`config.mk`:
```
export PLATFORM = sky130hd
export DESIGN_NAME = ram_burst_reader
export DESIGN_NICKNAME = d
export VERILOG_FILES = /design/src/rtl/ram_burst_reader.sv
export SDC_FILE = /design/constraint.sdc
export NUM_CORES = 1
export LEC_CHECK = 0
export CAP_MARGIN = 0
export CELL_PAD_IN_SITES_DETAIL_PLACEMENT = 0
export CELL_PAD_IN_SITES_GLOBAL_PLACEMENT = 1
export CORE_MARGIN = 2
export CORE_UTILIZATION = 37
export DETAILED_ROUTE_END_ITERATION = 8
export PLACE_DENSITY = 0.93
export SLEW_MARGIN = 25
export SYNTH_ARGS = -nofsm -noshare
export SYNTH_HDL_FRONTEND = slang
export SYNTH_SLANG_ARGS = --single-unit
```
`constraint.sdc`:
```
create_clock -name clk -period 4.6 [get_ports clk]
set_input_delay 0.92 -clock clk [delete_from_list [all_inputs] [get_ports clk]]
set_output_delay 0.92 -clock clk [all_outputs]
set_load 0.01 [all_outputs]
```
`src/rtl/ram_burst_reader.sv`:
```
// Burst read initiator: walks a contiguous RAM address range and streams each
// word out on a valid/ready interface, flagging the final beat with out_last.
//
// state  | meaning
// IDLE   | waiting for start; outputs quiet
// READ   | mem_rd asserted, RAM data captured into out_data at the edge
// HOLD   | beat presented, waiting for out_ready
// FIN    | one-cycle done pulse, then back to IDLE
module ram_burst_reader #(
  parameter int ADDR_W = 8,
  parameter int DATA_W = 8
) (
  input  logic              clk,
  input  logic              rst,
  input  logic              start,
  input  logic [ADDR_W-1:0] base_addr,
  input  logic [ADDR_W:0]   length,
  input  logic              abort,
  output logic [ADDR_W-1:0] mem_addr,
  output logic              mem_rd,
  input  logic [DATA_W-1:0] mem_data,
  output logic [DATA_W-1:0] out_data,
  output logic              out_valid,
  output logic              out_last,
  input  logic              out_ready,
  output logic              busy,
  output logic              done
);

  typedef enum logic [1:0] {S_IDLE, S_READ, S_HOLD, S_FIN} state_t;

  localparam logic [ADDR_W:0] REM_ONE = 1;

  state_t            state, state_nxt;
  logic [ADDR_W-1:0] addr, addr_nxt;
  logic [ADDR_W:0]   remaining, remaining_nxt;
  logic [DATA_W-1:0] data_q, data_nxt;
  logic              valid_q, valid_nxt;
  logic              last_q, last_nxt;

  always_ff @(posedge clk) begin
    if (rst) begin
      state     <= S_IDLE;
      addr      <= '0;
      remaining <= '0;
      data_q    <= '0;
      valid_q   <= 1'b0;
      last_q    <= 1'b0;
    end else begin
      state     <= state_nxt;
      addr      <= addr_nxt;
      remaining <= remaining_nxt;
      data_q    <= data_nxt;
      valid_q   <= valid_nxt;
      last_q    <= last_nxt;
    end
  end

  always_comb begin
    state_nxt     = state;
    addr_nxt      = addr;
    remaining_nxt = remaining;
    data_nxt      = data_q;
    valid_nxt     = valid_q;
    last_nxt      = last_q;
    case (state)
      S_IDLE: begin
        if (start) begin
          if (length != '0) begin
            addr_nxt      = base_addr;
            remaining_nxt = length;
            state_nxt     = S_READ;
          end else begin
            state_nxt = S_FIN;
          end
        end
      end
      S_READ: begin
        data_nxt  = mem_data;
        valid_nxt = 1'b1;
        last_nxt  = (remaining == REM_ONE);
        state_nxt = S_HOLD;
      end
      S_HOLD: begin
        if (valid_q && out_ready) begin
          valid_nxt     = 1'b0;
          last_nxt      = 1'b0;
          remaining_nxt = remaining - 1'b1;
          if (remaining == REM_ONE) begin
            state_nxt = S_FIN;
          end else begin
            addr_nxt  = addr + 1'b1;
            state_nxt = S_READ;
          end
        end
      end
      S_FIN: state_nxt = S_IDLE;
      default: state_nxt = S_IDLE;
    endcase
    // abort wins over any handshake on the same edge
    if (abort && (state != S_IDLE)) begin
      state_nxt = S_IDLE;
      valid_nxt = 1'b0;
      last_nxt  = 1'b0;
    end
  end

  assign mem_rd    = (state == S_READ);
  assign mem_addr  = addr;
  assign out_data  = data_q;
  assign out_valid = valid_q;
  assign out_last  = last_q;
  assign busy      = (state != S_IDLE);
  assign done      = (state == S_FIN);

endmodule
```
[After elaboration in Yosys (flattened, before gate mapping)]
Index checks and enable logic that the tools add are counted.
Operators by class
  add/sub/neg operators: 2
  eq/ne operators: 8
  multiplexer cells: 17
  reductions and logical operators: 12
Operators by type and width (number)
  8-bit 2-to-1 mux: 4
  9-bit 2-to-1 mux: 3
  9-bit case mux with 2 select lines: 1
  8-bit case mux with 2 select lines: 1
  9-bit by 1-bit == test with 1-bit output (second input constant): 1
  9-bit nonzero test: 1
  9-bit by 1-bit subtractor with 9-bit output (second input constant): 1
  8-bit by 1-bit adder with 8-bit output (second input constant): 1
  2-bit 2-to-1 mux: 4
  2-bit inequality test (second input constant): 4
  2-bit case mux with 4 select lines: 1
  2-bit nonzero test: 3
  5-bit AND reduction: 1
  2-bit == test (second input constant): 2
  1-bit case mux with 2 select lines: 2
  2-bit AND reduction: 2
  4-bit AND reduction: 1
  2-bit by 1-bit == test with 1-bit output (second input constant): 1
  1-bit logical AND: 2
  2-bit logical NOT: 1
  2-bit OR reduction: 1
  1-bit 2-to-1 mux: 1
Word-level totals
  register bits after elaboration: 29
  bits of input ports: 30
  output and inout port bits: 21

[Logic depth before layout (Yosys ltp)]
  depth after elaboration: 4
  depth in mapped cells: 7
  depth with buffers taken out: 6

[Worst setup path before layout]
Ideal clock, no wire load.
  path kind: input to register
  start: input port length[3]
  end: register state[1]
  setup time: 0.086 ns
  data arrival time: 1.941 ns
  setup slack: 2.572 ns
  stages: 5
  buffers on the path: 1
  cells stage by stage: nor4_1 and3_2 buf_6 o22ai_2 a221oi_2
On the way
  longest elaborated chain between the ends: 4
Ends and longest elaborated chain
  start: declaration: RTL line 17  | input logic [ADDR_W:0] length,
  9-bit nonzero test: RTL line 69  | if (length != '0) begin
  2-bit 2-to-1 mux: RTL line 69
  2-bit 2-to-1 mux: RTL line 68  | if (start) begin
  2-bit case mux with 4 select lines: RTL line 66  | case (state)
  end signal: assignment: RTL line 50  | state <= state_nxt;
  end: declaration: RTL line 34  | state_t state, state_nxt;
No other way between the ends. The select of a mux whose other input is x is not followed.
A chain may end at the register's enable or synchronous reset.

[Worst setup path after layout]
  start: register state[0]
  end: output port mem_rd
On the way
  longest elaborated chain between the ends: 1
Ends and longest elaborated chain
  2-bit by 1-bit == test with 1-bit output: RTL line 108  | assign mem_rd = (state == S_READ);
  end: declaration: RTL line 20  | output logic mem_rd,
No other way between the ends.

==> flow_metrics.tcl <==
set metrics [dict create \
    p_leak_nw 0.788 \
    final_area_um2 2290 \
    timing.final.max_slew_violations 0 \
    post_synth_inst_count 203 \
    synth-seq-area-share 0.341 \
    clock.fmax_mhz 333 \
    postSynth.topFlopCell "sky130_fd_sc_hd__dfxtp_1" \
    numPlacedInstances 293 \
    setup-tns-final_ns 0 \
    final_net_count 281 \
    number_of_global_route_vias_before_repair 1657 \
    internal_power_mw 0.472 \
    worstSetupPathType "reg2out" \
    synth_cell_type_count 57 \
    synthesis.yosys.warnings 0 \
    netSwitchingFraction 0.317 \
    antenna_found_initial 0 \
    nets_in_the_synthesized_netlist 236 \
    route.final.wire_length_um 4680 \
    start_kind "register" \
    synth_edf_count 0 \
    route.antenna.remaining_nets 0 \
    tritoncts_buffer_count 5 \
    ratio_of_total_power_to_cell_area_nw_per_um2 301 \
    power.clock.fraction 0.294 \
    antenna_cells 0 \
    routed_via_density 5.79 \
    report.final.setup_viol 0 \
    clock_network_latency_to_the_later_pin_of_the_worst_skew_pair_ns 0.28 \
    finalHoldWorstSlack_ns 0.453 \
    critical_path_arrival_ns 2.08 \
    floorplan.die.height_um 71.9 \
    fin_total_pwr_mw 0.690 \
    clock_tree.root_cell "sky130_fd_sc_hd__clkbuf_8" \
    required_time_of_the_critical_path_ns 3.68 \
    cts-resized-gates 0 \
    i_o_pins 51 \
    relSlewSlack 0.541 \
    grt_setup_unrepaired "false" \
    die_width_um 71.9 \
    finalCritPeriodShare 0.653 \
    p_comb_frac 0.270 \
    detail_route.iter0.violations 111 \
    run_status "finished clean" \
    core.rowCount 24 \
    drive_gt1_frac 0.0924 \
    die_area_um2 5160 \
    cts_setup_buffers 0 \
    postLayoutCoreUtil 0.523 \
    tightest_slew_ns 0.684 \
    grt_max_degree 32 \
    vdd_ir_drop_max_v 0.000129 \
    postCtsHoldBufs 0 \
    synth.avg_cell_area_um2 8.39 \
    floorplan.initialDensity 0.389 \
    clock-skew-final_ns 0.00449 \
    routabilityCongestion 0.817 \
    globalRouteTotalUtil 0.190 \
    synthesis.area_um2 1700 \
    cts_tree "done" \
    clkTransAtPathRegs_ns 0.06 \
    mostFrequentLayoutCells "sky130_fd_sc_hd__clkdlybuf4s50_1 (50), sky130_fd_sc_hd__dfxtp_1 (29), sky130_fd_sc_hd__nand2_1 (26), sky130_fd_sc_hd__a21oi_1 (21), sky130_fd_sc_hd__nand3_1 (8)" \
    avgRoutedWirePerCell_um 15.5 \
    final_common_cell "sky130_fd_sc_hd__clkdlybuf4s50_1" \
    design.core.area_um2 4380 \
    hold_viol_final 0 \
    maxCapViolations 0 \
    clock-sinks 29 \
    power.share.sequential 0.436 \
    timing.critical_path.to_type "output pin" \
    grt_first_pass_wirelength_um 7840 \
    ctsLongestPathBuffers 2 \
    layoutNonFillerInstCount 301 \
    netSwitchingPower_mw 0.219 \
    area_growth_syn_to_layout_pct 34.4 \
    place_area_um2 2210 \
    cts_htree_levels 2 \
    synth-async-reset-ratio 0 \
    port_buffers 50 \
    vias 1742 \
    grt_remaining_overflow 0 \
    route.detailed.drc 0 \
    final.setup.worst_slack_ns 1.60 \
    detailedPlacementHpwl_um 3220 \
    placement.setup.worst_slack_ns 1.87 \
    postSynthRegisterBits 29 \
    final_period_minus_worst_setup_slack_ns 3.00 \
    path_max_fanout 12 \
    dr.pass1.iters 4 \
    timing.hold.worst.class "reg2reg" \
]
==> worst max-delay path, cell delays in order (launching register included) <==
cell and delay [ns]:
sky130_fd_sc_hd__dfxtp_1 0.57, sky130_fd_sc_hd__nand2b_1 0.30, sky130_fd_sc_hd__inv_1 0.33, sky130_fd_sc_hd__clkdlybuf4s50_1 0.60
==> path summary, 6_finish.rpt <==
| check | start | endpoint | slack, ns | cells after the start |
|---|---|---|---|---|
| setup reg to reg | state[1] | mem_addr[1] | 2.72 | 4 |
| hold / removal | out_data[0] | out_data[0] | 0.45 | 2 |
| hold reg to reg | out_data[0] | out_data[0] | 0.45 | 2 |
| setup / recovery | state[0] | mem_rd | 1.60 | 3 |
==> power groups by stage <==
| stage | combinational (mW) | sequential (mW) | clock (mW) |
|---|---|---|---|
| after global routing | 0.206 | 0.305 | 0.216 |
| after detailed placement | 0.186 | 0.305 | 0 |
| final | 0.187 | 0.301 | 0.203 |
| after global placement | 0.185 | 0.305 | 0 |
| after floorplan | 0.108 | 0.303 | 0 |
| after CTS | 0.186 | 0.300 | 0.205 |
==> state kept, by name (all words and copies together), names as in the netlist <==
name	count
out_valid	1
remaining	9
out_last	1
state	2
out_data	8
mem_addr	8
==> kinds of logic after synthesis <==
family	share of synthesized area
AND/OR/NAND/NOR	0.253
flip-flops	0.341
multiplexers	0.00661
buffers and inverters	0.0595
AO/OA/AOI/OAI	0.318
adder cells (fa/ha/maj)	0.0220
==> final cells by class <==
type,count,area [um^2]
fill,418,2090
clock buffer,6,72.6
inverter,6,22.5
timing repair buffer,52,515
clock inverter,2,10.0
multi-input combinational,154,1020
sequential,29,581
tap,52,65.1
==> routing by layer <==
layer	global-route usage	vias up	wire length (um)
li1	-	875	-
met1	0.257	817	2060
met2	0.309	42	2370
met3	0.0309	8	192
met4	0.0629	0	61
met5	0	-	0
==> Yosys cell counts (6+ instances only) <==
cell type | n | share of area
sky130_fd_sc_hd__buf_2 | 6 | 0.018
sky130_fd_sc_hd__nand3_1 | 8 | 0.023
sky130_fd_sc_hd__dfxtp_1 | 29 | 0.34
sky130_fd_sc_hd__a211oi_1 | 6 | 0.026
sky130_fd_sc_hd__a21oi_1 | 21 | 0.062
sky130_fd_sc_hd__nand2_1 | 26 | 0.057
sky130_fd_sc_hd__inv_1 | 6 | 0.013
sky130_fd_sc_hd__nand2b_1 | 7 | 0.026
sky130_fd_sc_hd__nor2_1 | 7 | 0.015
(Power assumes the default switching activity.)
